==> config.mk <==
export PLATFORM = sky130hd
export DESIGN_NAME = oka_clmul_seq
export DESIGN_NICKNAME = d
export VERILOG_FILES = /design/src/rtl/oka_clmul_seq.sv
export SDC_FILE = /design/constraint.sdc
export NUM_CORES = 1
export LEC_CHECK = 0
export ABC_AREA = 1
export CAP_MARGIN = 5
export CORE_MARGIN = 3
export CORE_UTILIZATION = 50
export CTS_CLUSTER_SIZE = 40
export DETAILED_ROUTE_END_ITERATION = 10
export GPL_ROUTABILITY_DRIVEN = 0
export HOLD_SLACK_MARGIN = 0.15
export PLACE_DENSITY = 0.74
export SLEW_MARGIN = 20
export SYNTH_ARGS = -nofsm -noshare
export SYNTH_HDL_FRONTEND = slang
export SYNTH_SLANG_ARGS = --single-unit
==> constraint.sdc <==
create_clock -name clk -period 3.85 [get_ports clk]
set_input_delay 0.385 -clock clk [delete_from_list [all_inputs] [get_ports clk]]
set_output_delay 0.385 -clock clk [all_outputs]
set_load 0.05 [all_outputs]
==> src/rtl/oka_clmul_seq.sv <==
// Sequential carry-less multiplier: one H x H core reused for the three Karatsuba
// half products, then recombined and optionally reduced mod x^WIDTH + POLY.
module oka_clmul_seq #(
  parameter int               WIDTH = 16,
  parameter logic [WIDTH-1:0] POLY  = WIDTH'(32'h100B)
) (
  input  logic               clk,
  input  logic               rst_n,
  input  logic               in_valid,
  output logic               in_ready,
  input  logic [WIDTH-1:0]   a,
  input  logic [WIDTH-1:0]   b,
  input  logic               mode,
  output logic               out_valid,
  input  logic               out_ready,
  output logic [2*WIDTH-2:0] y
);
  localparam int H  = WIDTH / 2;
  localparam int PW = 2 * H - 1;
  localparam int YW = 2 * WIDTH - 1;

  typedef enum logic [2:0] {IDLE, MUL_LO, MUL_MID, MUL_HI, COMB, DONE} state_t;

  state_t         state, state_nx;
  logic [WIDTH-1:0] a_q, b_q;
  logic           mode_q;
  logic [PW-1:0]  z0, z1, z2, mid, core_p;
  logic [H-1:0]   op_x, op_y;
  logic [YW-1:0]  p;

  function automatic logic [PW-1:0] clmul_h(input logic [H-1:0] xa, input logic [H-1:0] xb);
    logic [PW-1:0] r;
    r = '0;
    for (int i = 0; i < H; i++)
      if (xb[i]) r ^= PW'(xa) << i;
    return r;
  endfunction

  // Top-down fold of every bit at or above x^WIDTH into the low half.
  function automatic logic [YW-1:0] reduce(input logic [YW-1:0] pin);
    logic [YW-1:0] r;
    r = pin;
    for (int i = YW - 1; i >= WIDTH; i--)
      if (r[i]) r ^= YW'({1'b1, POLY}) << (i - WIDTH);
    return YW'(r[WIDTH-1:0]);
  endfunction

  always_comb begin
    op_x = a_q[H-1:0];
    op_y = b_q[H-1:0];
    case (state)
      MUL_MID: begin
        op_x = a_q[H-1:0] ^ a_q[WIDTH-1:H];
        op_y = b_q[H-1:0] ^ b_q[WIDTH-1:H];
      end
      MUL_HI: begin
        op_x = a_q[WIDTH-1:H];
        op_y = b_q[WIDTH-1:H];
      end
      default: ;
    endcase
  end

  assign core_p   = clmul_h(op_x, op_y);
  assign mid      = z1 ^ z0 ^ z2;
  assign p        = YW'(z0) ^ (YW'(mid) << H) ^ (YW'(z2) << WIDTH);
  assign in_ready = (state == IDLE);

  always_ff @(posedge clk or negedge rst_n)
    if (!rst_n) state <= IDLE;
    else        state <= state_nx;

  always_comb begin
    state_nx = state;
    case (state)
      IDLE:    if (in_valid) state_nx = MUL_LO;
      MUL_LO:  state_nx = MUL_MID;
      MUL_MID: state_nx = MUL_HI;
      MUL_HI:  state_nx = COMB;
      COMB:    state_nx = DONE;
      DONE:    if (out_ready) state_nx = IDLE;
      default: state_nx = IDLE;
    endcase
  end

  always_ff @(posedge clk or negedge rst_n) begin
    if (!rst_n) begin
      a_q       <= '0;
      b_q       <= '0;
      mode_q    <= 1'b0;
      z0        <= '0;
      z1        <= '0;
      z2        <= '0;
      y         <= '0;
      out_valid <= 1'b0;
    end else begin
      case (state)
        IDLE: if (in_valid) begin
          a_q    <= a;
          b_q    <= b;
          mode_q <= mode;
        end
        MUL_LO:  z0 <= core_p;
        MUL_MID: z1 <= core_p;
        MUL_HI:  z2 <= core_p;
        COMB: begin
          y         <= mode_q ? reduce(p) : p;
          out_valid <= 1'b1;
        end
        DONE: if (out_ready) out_valid <= 1'b0;
        default: ;
      endcase
    end
  end
endmodule

; ---- Word level (Yosys, flattened, before mapping)
; Cells that the tools add are included.
[word_totals]
ff_bits = 113
latch_bits = 0
ramBits = 0
rom_bits = 0
in_bits = 37
output_inout_bits = 33
wordCells = 94
n_memories = 0
[classes]
addsub = 0
multipliers = 0
div_mod_pow = 0
n_lt_le_gt_ge = 0
eq_ne = 7
shifts = 0
mux = 45
bitwise = 28
n_reduce_logical = 5
[ops]
columns = operator, count
row1 = $mux W15, 8
row2 = $not A4 Y4, 15
row3 = $mux W27, 2
row4 = $mux W26, 2
row5 = $mux W25, 2
row6 = $mux W24, 2
row7 = $mux W23, 2
row8 = $xor A15 B15 Y15, 3
row9 = $mux W22, 2
row10 = $mux W21, 2
row11 = $mux W20, 2
row12 = $mux W19, 2
row13 = $mux W18, 2
row14 = $mux W17, 2
row15 = $pmux W8 S2, 2
row16 = $mux W31, 1
row17 = $xor A23 B31 Y31, 1
row18 = $mux W30, 1
row19 = $mux W29, 1
row20 = $mux W28, 1
row21 = $xor A15 B23 Y23, 1
row22 = $pmux W3 S6, 1
row23 = $mux W16, 1
row24 = $xor A8 B8 Y8, 2
row25 = other kinds (19), 25

; ---- Longest topological paths before layout
[depth]
depth_word = 49
depth_mapped = 18
mapped_depth_nobuf = 16

; ---- Worst setup path before layout
; No wires, ideal clock.
[synth_timing]
path_type = register to register
start = reg state[1]
end = reg a_q[0]
setup_time_ns = 0.125
arrival_time_ns = 1.901
required_time_ns = 3.725
slack_ns = 1.825
stages_incl_launch_ff = 9
n_path_buf = 3
synth_period_minus_slack_ns = 2.025
cell_sequence = dfrtp_1 -> buf_6 -> buf_6 -> nor2_1 -> nand2_1 -> inv_1 -> nand2_1 -> buf_2 -> mux2_2
[synth_via]
elab_chain_len = 2
[synth_rtl]
columns = element, line_no
row1 = from (decl), 24  ; state_t state, state_nx;
row2 = from (signal assigned), 71  ; else state <= state_nx;
row3 = $logic_not A3 Y1, --
row4 = net in_ready, 10  ; output logic in_ready,
row5 = $reduce_and A2 Y1 (no line), --
row6 = to (signal assigned), 88  ; a_q <= '0;
row7 = to (signal assigned), 99  ; a_q <= a;
row8 = to (decl), 25  ; logic [WIDTH-1:0] a_q, b_q;
; The timed path passes the listed nets, and every way through them passes these cells.
; A chain may end at the register's enable or synchronous reset.

; ---- Final worst setup path
[layout_timing]
start = reg state[1]
end = reg z2[4]
[layout_via]
elab_chain_len = 17
elab_cells_between_ends = 19
cone_classes = eq/ne (2) / mux (10) / bitwise (7)
[layout_rtl]
columns = element, line_no
row1 = $eq A3 B2 Y1 (on tied branches), "51, 97"
row2 = $pmux W8 S2, 51  ; case (state)
row3 = $mux W8, 35  ; if (xb[i]) r ^= PW'(xa) << i;
row4 = $xor A15 B9 Y15, 35
row5 = $mux W15, 35
row6 = $xor A15 B10 Y15, 35
row7 = $mux W15, 35
row8 = $xor A15 B11 Y15, 35
row9 = $mux W15, 35
row10 = $xor A15 B12 Y15, 35
row11 = $mux W15, 35
row12 = $xor A15 B13 Y15, 35
row13 = $mux W15, 35
row14 = $xor A15 B14 Y15, 35
row15 = $mux W15, 35
row16 = $xor A15 B15 Y15, 35
row17 = $mux W15, 35
row18 = to (signal assigned), 105  ; MUL_HI: z2 <= core_p;
row19 = to (decl), 27  ; logic [PW-1:0] z0, z1, z2, mid, core_p;
; Parallel ways exist; a longest one is shown, timed or not.

==> impl_results.md <==
- WL final: 17100 um
- Synth warn: 0
- Most common cell in the netlist: nand2_1
- Fmax: 0.368 GHz
- RSZ-0062 raised after global routing: false
- Cell mode on critical path: nand2_1
- Cells on worst reg2reg path: 13
- DP HPWL: 12200 um
- Avg Inst Size Synth: 7.78 um2
- Die height: 126 um
- Cell family with most CP delay: simple AND/OR/NAND/NOR gates
- Drt wl/cell: 14.4 um
- Asr flop ratio synth: 100%
- Worst-Margin Slew: 1000 ps
- Vias in the first global route: 6103
- Fin Setup TNS: 0 ps
- Syn Inst Count: 932
- Final Max Slew Viols: 0
- Synthesized flop and latch total: 113
- Area growth from synthesis to layout: 19.1%
- Clk root buf: clkbuf_16
- Layout Utilization: 61.5%
- Nets: 1033
- Most used flip-flop cell after synthesis: dfrtp_1
- First-pass GRT wire length: 29400 um
- 1st-iter DRT viols: 541
- R2r startpoint: state[1]
- Number of vias per cell: 5.22
- Synth top area share: 39.0%
- WHS Path Cells: 2
- Register area share after synthesis: 39.0%
- Ranking of synthesized cells by area: dfrtp_1 39%, nand2_1 19%, xor2_1 5.2%
- Longest Clk Path Bufs: 2
- CP max stage cell: dfrtp_1
- Grt ovf: 0
- Slew HR: 33.1%
- Hold Path Class: register to register
- R2R Setup Slk: 1130 ps
- TritonCTS clock tree: yes
- Worst EP required: 4160 ps
- CTS buffer count: 17
- Min-Delay Endpoint: y[6]
- Distinct cell type count after synthesis: 40
- Setup ws final: 1130 ps
- Cts repair resizes: 0
- Hold path start: y[6]
- Max-Cap Viols: 0
- Worst Path Class, Setup: register to register
- Critical Path Fanout Max: 22
- Post-DRT Antenna Nets: 0
- Skew-Pair Late Insertion Delay: 420 ps
- Max incr delay on CP: 830 ps
- Worst path buffer plus inverter count: 2
- Total vias in the final route: 6201
- Cell Chain, Critical Path: nand3_4, inv_2, nand2_1, nand3_4, nand2_1, xnor2_1, inv_1, nand2_1, nand2_1, nand2_1, nand2_1, nand2_1, nand2_1
- Global Route Usage Sum: 22.6%
- Total die area: 16000 um2
- Final hold slack: 479 ps
- Pre-CTS worst setup slack: 1190 ps
- Worst flop-to-flop path endpoint: z2[4]
- Share of layout cells above drive strength 1: 14.3%
- DR DRC count: 0
- Mapped Area: 7250 um2
- Final Hold Fails: 0
- Nature of the critical path startpoint: register
- I/O Buffers: 69
- Die Width: 126 um
- H-tree depth: 4
- FP Rows: 43
- Crit share post-route: 70.7%
- CTS Sinks: 113
- Initial antenna violation count: 0
- Antenna diode count: 0
- I/O pin total: 70
- Crit path DAT: 3030 ps
- Status: finished, final reports clean
- Crit path time final: 2720 ps
- Final setup fails: 0
- Synth top cells by count: 363 x nand2_1, 113 x dfrtp_1, 75 x nand3_1
- Largest net degree at the start of global routing: 50
- CORE AREA: 14000 um2
- Starting Density: 51.7%
- Post-synth EDFFs: 0
- Drt pass-1 iters: 5
- Critical Path End Type: register
- Yosys top cell by area: dfrtp_1
- Clk_skew: 6.40 ps
- Reg clk slew, reported paths: 50 ps
- Synthesized net count: 969
cell usage in the layout (no fill, tap or decap), types with 2 or more instances in the layout:
cell type,count
nand4_1,6
nand3_2,4
nand2_1,363
o21ai_1,16
nand2_2,24
nor2_1,22
a21oi_1,17
nor2_4,2
buf_4,8
o21ai_0,26
bufinv_16,3
xor2_1,43
xnor2_1,42
clkdlybuf4s50_1,68
xnor2_2,5
nand3_4,4
nand3_1,75
clkbuf_8,3
inv_2,11
clkbuf_16,17
inv_1,50
nand3b_1,3
or2_2,7
nand2_4,10
mux2_2,25
dfrtp_1,113
clkinvlp_4,2
o21bai_1,4
clkinv_2,4
o21ai_2,9
o211ai_1,9
registers in the layout, indices dropped and copies added (netlist names):
signal,flops
z2,15
state,3
out_valid,1
z0,15
a_q,16
mode_q,1
z1,15
b_q,16
y,31
worst max path at each step:
stage | start | cells past startpoint | endpoint | slack [ps]
floorplan | state[1] | 8 | a_q[0] | 1820
detailed placement | state[1] | 13 | z2[4] | 1190
finish | state[1] | 13 | z2[4] | 1130
global route | state[1] | 15 | z1[6] | 840
global placement | state[1] | 15 | z2[6] | 1240
CTS | state[1] | 4 | in_ready | 1160
cell families after synthesis:
kind of cell | count (synthesis) | synth area share (%)
AO/OA/AOI/OAI | 84 | 6.90
multiplexers | 25 | 3.88
buffers and inverters | 93 | 5.86
AND/OR/NAND/NOR | 526 | 32.8
XOR/XNOR | 91 | 11.6
flip-flops | 113 | 39.0
tightest hold or removal path, cell delays in order, from the launching register on:
cell     delay, ps
dfrtp_1        340
nand2_1         50
nand2_1         50
per-stage QoR:
step                cell area [um2]  instances
floorplan                      7250        932
global placement               8020       1156
detailed placement             8020       1156
CTS                            8640       1188
global route                   8640       1188
finish                         8640       1188
timing repair:
action | CTS | global route
endpoints found under the hold margin | 47 | 0
buffers inserted | 0 | 0
hold buffers | 1 | 0
metal layers:
| metal | GRT usage, % | part of all wire, % | vias up |
|---|---|---|---|
| li1 | - | - | 3092 |
| met1 | 29.4 | 45 | 2887 |
| met2 | 36.6 | 48 | 191 |
| met3 | 6.19 | 5.2 | 31 |
| met4 | 7.63 | 1.9 | 0 |
| met5 | 0 | 0 | - |
cell type report:
cell class	count	area, um2
Clock buffer	21	470
Timing Repair Buffer	77	751
Multi-Input combinational cell	726	4000
Clock inverter	10	134
Fill cell	1252	5400
Inverter	61	229
Tap cell	180	225
Sequential cell	113	2830
Power is left out: the tool's default activity adds up to more than one toggle a clock period on the data nets, which glitch-free logic cannot reach.
